$ cat config.mk
export PLATFORM = sky130hd
export DESIGN_NAME = systolic_output_deskew_flat
export DESIGN_NICKNAME = d
export VERILOG_FILES = /design/src/rtl/systolic_output_deskew_if.sv /design/src/rtl/systolic_output_deskew.sv /design/src/flat_wrapper.sv
export SDC_FILE = /design/constraint.sdc
export NUM_CORES = 2
export LEC_CHECK = 0
export CORE_MARGIN = 2
export CORE_UTILIZATION = 55
export DETAILED_ROUTE_END_ITERATION = 10
export DONT_BUFFER_PORTS = 1
export PLACE_DENSITY = 0.82
export SLEW_MARGIN = 20
export SYNTH_ARGS = -nofsm -noshare
export SYNTH_HDL_FRONTEND = slang
export SYNTH_SLANG_ARGS = --single-unit
export TNS_END_PERCENT = 30
$ cat constraint.sdc
create_clock -name clk -period 12 [get_ports clk]
set_input_delay 0.6 -clock clk [delete_from_list [all_inputs] [get_ports clk]]
set_output_delay 0.6 -clock clk [all_outputs]
set_load 0.02 [all_outputs]
$ cat src/rtl/systolic_output_deskew_if.sv
// -----------------------------------------------------------------------------
// systolic_output_deskew_if
// Groups the capture, output-handshake and status signals of the systolic
// output deskew block.
//   master : the surrounding system (drives start/in_valid/in_psum/out_ready)
//   slave  : the deskew block (drives out_valid/out_row/out_idx/out_last and
//            the busy/done/overrun status)
// Lane/column j of in_psum and out_row sits at bits [j*W +: W].
// -----------------------------------------------------------------------------
interface systolic_output_deskew_if #(
   parameter int N = 10,
   parameter int W = 16
);
   logic           start;
   logic           in_valid;
   logic [N*W-1:0] in_psum;
   logic           out_valid;
   logic           out_ready;
   logic [N*W-1:0] out_row;
   logic [3:0]     out_idx;
   logic           out_last;
   logic           busy;
   logic           done;
   logic           overrun;

   modport master (
      output start, in_valid, in_psum, out_ready,
      input  out_valid, out_row, out_idx, out_last, busy, done, overrun
   );

   modport slave (
      input  start, in_valid, in_psum, out_ready,
      output out_valid, out_row, out_idx, out_last, busy, done, overrun
   );
endinterface

$ cat src/rtl/systolic_output_deskew.sv
// -----------------------------------------------------------------------------
// systolic_output_deskew
// Captures the skewed bottom-row partial sums of an NxN systolic array and
// re-emits them as complete, time-aligned result rows through a valid/ready
// handshake.
//   clk  : sole clock, all state updates on posedge
//   rst  : synchronous, active-high reset
//   bus  : slave side of systolic_output_deskew_if
//          start      arms capture of one tile
//          in_valid   in_psum carries wavefront sample k
//          out_*      row output handshake (row, index, last flag)
//          busy       state is not IDLE
//          done       one-cycle pulse after the row N-1 handshake
//          overrun    sticky: sample arrived while draining
// At sample k lane j carries result[k-j][j] whenever 0 <= k-j <= N-1, so row r
// is complete once sample k = r+N-1 has been taken.
// -----------------------------------------------------------------------------
module systolic_output_deskew #(
   parameter int N = 10,
   parameter int W = 16
) (
   input  logic clk,
   input  logic rst,
   systolic_output_deskew_if.slave bus
);
   localparam int KW = $clog2(2 * N);
   localparam int IW = $clog2(N + 1);
   localparam logic [KW-1:0] LAST_K       = KW'(2 * N - 2);
   localparam logic [KW-1:0] FIRST_FULL_K = KW'(N - 1);
   localparam logic [IW-1:0] LAST_ROW     = IW'(N - 1);

   typedef enum logic [1:0] {IDLE, ARMED, CAPTURE, DRAIN} state_t;

   state_t         state_reg;
   logic [KW-1:0]  k_reg;          // samples taken since arming
   logic [IW-1:0]  complete_reg;   // rows fully captured
   logic [IW-1:0]  emit_reg;       // rows loaded into the output register
   logic           out_valid_reg;
   logic [N*W-1:0] out_row_reg;
   logic [3:0]     out_idx_reg;
   logic           out_last_reg;
   logic           done_reg;
   logic           overrun_reg;

   logic           sample;
   logic           row_done_now;
   logic           avail;
   logic           take;
   logic [N*W-1:0] row_next;

   assign sample       = bus.in_valid && (state_reg == ARMED || state_reg == CAPTURE);
   // Lane N-1 supplies the last element of a row, so each sample from
   // k = N-1 onward completes exactly one row, in order.
   assign row_done_now = sample && (k_reg >= FIRST_FULL_K);
   assign avail        = (emit_reg < complete_reg) || row_done_now;
   assign take         = out_valid_reg && bus.out_ready;

   // One buffer per column: each lane writes at most one row per sample, so
   // every column memory sees a single write port.
   generate
      for (genvar gi = 0; gi < N; gi++) begin : g_lane
         localparam logic [KW-1:0] J = KW'(gi);
         logic [W-1:0]  mem [N];
         logic [KW-1:0] rel;
         logic          wr_en;
         logic [IW-1:0] wr_row;

         assign rel    = k_reg - J;
         assign wr_en  = sample && (k_reg >= J) && (rel <= FIRST_FULL_K);
         assign wr_row = IW'(rel);

         always_ff @(posedge clk) begin
            if (wr_en) begin
               mem[wr_row] <= bus.in_psum[gi*W +: W];
            end
         end

         // Forward the incoming element when it lands in the row being
         // loaded this cycle; this lets a row leave one cycle after it
         // completes.
         assign row_next[gi*W +: W] = (wr_en && wr_row == emit_reg)
                                      ? bus.in_psum[gi*W +: W]
                                      : mem[emit_reg];
      end
   endgenerate

   always_ff @(posedge clk) begin
      if (rst) begin
         state_reg     <= IDLE;
         k_reg         <= '0;
         complete_reg  <= '0;
         emit_reg      <= '0;
         out_valid_reg <= 1'b0;
         out_row_reg   <= '0;
         out_idx_reg   <= '0;
         out_last_reg  <= 1'b0;
         done_reg      <= 1'b0;
         overrun_reg   <= 1'b0;
      end else begin
         done_reg <= 1'b0;

         case (state_reg)
            IDLE: begin
               if (bus.start) begin
                  state_reg    <= ARMED;
                  k_reg        <= '0;
                  complete_reg <= '0;
                  emit_reg     <= '0;
               end
            end
            ARMED, CAPTURE: begin
               if (sample) begin
                  k_reg <= k_reg + 1'b1;
                  if (k_reg == LAST_K) begin
                     state_reg <= DRAIN;
                  end else begin
                     state_reg <= CAPTURE;
                  end
               end
            end
            DRAIN: begin
               if (bus.in_valid) begin
                  overrun_reg <= 1'b1;
               end
               if (take && out_last_reg) begin
                  state_reg <= IDLE;
                  done_reg  <= 1'b1;
               end
            end
            default: state_reg <= IDLE;
         endcase

         if (row_done_now) begin
            complete_reg <= complete_reg + 1'b1;
         end

         // Output register refills when empty or when its row is accepted;
         // while stalled it holds row, index and last flag unchanged.
         if (!out_valid_reg || bus.out_ready) begin
            if (avail) begin
               out_valid_reg <= 1'b1;
               out_row_reg   <= row_next;
               out_idx_reg   <= 4'(emit_reg);
               out_last_reg  <= (emit_reg == LAST_ROW);
               emit_reg      <= emit_reg + 1'b1;
            end else begin
               out_valid_reg <= 1'b0;
            end
         end
      end
   end

   assign bus.out_valid = out_valid_reg;
   assign bus.out_row   = out_row_reg;
   assign bus.out_idx   = out_idx_reg;
   assign bus.out_last  = out_last_reg;
   assign bus.busy      = (state_reg != IDLE);
   assign bus.done      = done_reg;
   assign bus.overrun   = overrun_reg;
endmodule

$ cat src/flat_wrapper.sv
// flat-port wrapper written by rule: the top's interface ports become plain ports
module systolic_output_deskew_flat 
#(
   parameter int N = 10,
   parameter int W = 16
)
  (clk, rst, bus_start, bus_in_valid, bus_in_psum, bus_out_ready, bus_out_valid, bus_out_row, bus_out_idx, bus_out_last, bus_busy, bus_done, bus_overrun);
  systolic_output_deskew_if #(.N(N), .W(W)) bus_i ();
  input  logic clk;
  input  logic rst;
  input wire logic [$bits(bus_i.start)-1:0] bus_start;
  input wire logic [$bits(bus_i.in_valid)-1:0] bus_in_valid;
  input wire logic [$bits(bus_i.in_psum)-1:0] bus_in_psum;
  input wire logic [$bits(bus_i.out_ready)-1:0] bus_out_ready;
  output wire logic [$bits(bus_i.out_valid)-1:0] bus_out_valid;
  output wire logic [$bits(bus_i.out_row)-1:0] bus_out_row;
  output wire logic [$bits(bus_i.out_idx)-1:0] bus_out_idx;
  output wire logic [$bits(bus_i.out_last)-1:0] bus_out_last;
  output wire logic [$bits(bus_i.busy)-1:0] bus_busy;
  output wire logic [$bits(bus_i.done)-1:0] bus_done;
  output wire logic [$bits(bus_i.overrun)-1:0] bus_overrun;
  assign bus_i.start = bus_start;
  assign bus_i.in_valid = bus_in_valid;
  assign bus_i.in_psum = bus_in_psum;
  assign bus_i.out_ready = bus_out_ready;
  assign bus_out_valid = bus_i.out_valid;
  assign bus_out_row = bus_i.out_row;
  assign bus_out_idx = bus_i.out_idx;
  assign bus_out_last = bus_i.out_last;
  assign bus_busy = bus_i.busy;
  assign bus_done = bus_i.done;
  assign bus_overrun = bus_i.overrun;
  systolic_output_deskew #(.N(N), .W(W)) u_core (.clk(clk), .rst(rst), .bus(bus_i));
endmodule
==> metrics.txt <==
clock skew=approximately 0.046 ns; core area=126000 µm²; CTS root buffer=clkbuf_16; syn_nets=just under 4000; outcome=finished clean; Final Cycle Share=0.401; Max FO, Critical Path=59; gr ovfl total=0; worst reg-to-reg setup slack=between 7 and 8 ns; Most used DFF post-synth=edfxtp_1; Cell Int Power=around 10 mW; flops & latches, synth=around 1800; vias in the first global route=37800; maximum vdd drop=about 160 µV; CTS max path bufs=3; Post-CTS Resized=0; setup TNS=0 ns; sequential fraction of the synthesis area=0.743; CP arrival=roughly 5.5 ns; Worst-Skew Late Latency=between 0.8 and 0.9 ns; All-Layer GR Usage=0.255; iteration count of the initial detailed-routing pass=6; max cap viols=0; Startpoint Class=flip-flop; first-pass GRT wire length=around 250 mm; IO Port Bufs=0; crit path capture type=flip-flop; Final Hold Fails=0; Num CTS Buffers=~170; Placer Congestion=0.855; Final #Nets=4072; crit path time final=about 4.8 ns; drt drc=0; Initial Utilization=0.555; chip width=approximately 360 µm; htree depth=4; Sequential Power Share=0.535; Clock transition at path regs=roughly 0.060 ns; Final Max Slew Viols=0; Area growth syn-to-layout=13.7%; leakage power=about 25 nW; clock power share=0.432; die height=360 µm; Slew @ Worst Pin=1.19 ns; post-CTS setup buffers=0; Vias/cell=about 6.5; average wire per standard cell=between 20 and 30 µm; vias post-DR=between 30000 and 40000; Pwr Density=between 150 and 200 nW/µm²; Post-Route WL=166 mm; Rows=130; dpl hpwl=around 90 mm; Post-synth EDFFs=1600; NetSw=about 2.6 mW; Slew headroom=0.202; max reg flops=1600; Crit Path Category=reg -> reg; post-synth cell types=between 80 and 90; ANT nets after route=0; Initial DRC Count=4079; cell area after synthesis=69600 µm²; worst hold path class=in -> reg; Setup violations, final=0; Fmax=0.208 GHz; most common library cell in the layout ignoring fill and taps=edfxtp_1; clk sink count=between 1500 and 2000; combinational share of power=0.032; CTS tree=built; YS warnings=0; initial antenna violation count=18; commonest cells after routing, fill and taps aside=edfxtp_1 (1600), mux4_2 (320), a21oi_1 (197); worst hold slack=roughly 0.064 ns; Synth async-reset ratio=0; Switching Fraction=0.208; die area=roughly 130000 µm²; unrepaired setup endpoints after global routing=no; Avg Synthesized Cell Area=18.9 µm²; largest net degree at the start of global routing=about 140; cells after synthesis=approximately 3700; share of cells above drive strength 1=0.202; worst endpoint required time=12.71 ns; Ports=~330
through the flow:
stage	utilization	total power [mW]	std cells	worst slack (ns)	area (µm²)
detailed placement	0.571	7.20	5187	7.34	71700
CTS	0.630	12.7	5678	7.27	79100
global placement	0.570	7.20	5187	7.52	71600
finish	0.630	12.7	5687	7.19	79200
floorplan	-	7.10	3692	8.13	69600
global route	0.630	13.0	5686	7.06	79200
cells in the mapped netlist (4+ instances only):
cell,count,share of area
clkbuf_1,136,0.0073
nand2_1,74,0.0040
nor2b_1,69,0.0062
a21o_1,9,0.00097
a211o_1,17,0.0021
buf_1,14,0.00075
o21ai_0,120,0.0086
a2111oi_0,25,0.0031
nand2b_1,18,0.0016
mux2_2,50,0.0081
dfxtp_1,183,0.053
xor2_1,8,0.0010
inv_1,16,0.00086
a211oi_1,117,0.013
buf_2,72,0.0052
a221o_1,72,0.010
ha_1,29,0.0052
nand3_1,17,0.0012
a22oi_1,18,0.0019
edfxtp_1,1600,0.69
mux4_2,320,0.10
a21oi_1,197,0.014
a22o_1,8,0.0010
buf_6,6,0.00097
nor2_1,75,0.0040
xnor2_1,18,0.0023
buf_4,17,0.0018
o22ai_1,48,0.0043
mux2i_1,162,0.023
o21ai_1,4,0.00029
or3_1,4,0.00036
nor4_1,4,0.00036
and3_1,37,0.0033
nor3_1,38,0.0027
o211a_1,17,0.0024
area by class of cell:
type	count	area (µm²)
sequential	1783	51700
fill	8325	46400
multi-input combinational	1645	17100
clock buffer	258	4930
timing repair buffer	255	2410
tap	1650	2060
clock inverter	70	872
inverter	19	76.3
antenna	7	17.5
path summary, 6_finish.rpt:
kind,from,cells after the start,endpoint
min,bus_in_psum[135],2,u_core.bus.out_row[135]
min reg2reg,u_core.complete_reg[3],2,u_core.complete_reg[3]
max,u_core.k_reg[2],9,u_core.bus.out_row[83]
max reg2reg,u_core.k_reg[2],9,u_core.bus.out_row[83]
routing by layer:
layer,wire (µm),part of all wire,GRT usage
met1,64100,0.39,0.343
met2,82600,0.50,0.417
met4,4630,0.028,0.0781
met3,14800,0.089,0.0615
met5,134,0.00081,0
critical path: stages, from the launching register on:
cell and delay (ns):
dfxtp_1 0.95, inv_1 0.45, ha_1 0.46, a21oi_1 0.31, o22ai_4 0.21, o31a_2 0.44, nor2_4 0.62, buf_4 0.85
a22oi_1 0.21, o21ai_0 0.15
timing repair:
item,CTS,global route
hold buffers,163,0
hold endpoints to repair,1778,0
endpoints found under the setup margin,0,0
power groups by stage:
stage | Clock (mW) | Sequential [mW] | Combinational, mW
final | 5.49 | 6.79 | 0.412
after global routing | 5.79 | 6.79 | 0.440
after CTS | 5.56 | 6.79 | 0.404
after detailed placement | 0 | 6.92 | 0.279
after global placement | 0 | 6.92 | 0.275
after floorplan | 0 | 6.92 | 0.183
kinds of logic after synthesis:
group,share of synthesized area
compound gates,0.0680
xor+xnor,0.00413
fa+ha+maj,0.00521
buf+inv,0.0172
flops,0.743
mux,0.135
simple gates,0.0280
Power figures use the tool's default switching activity.
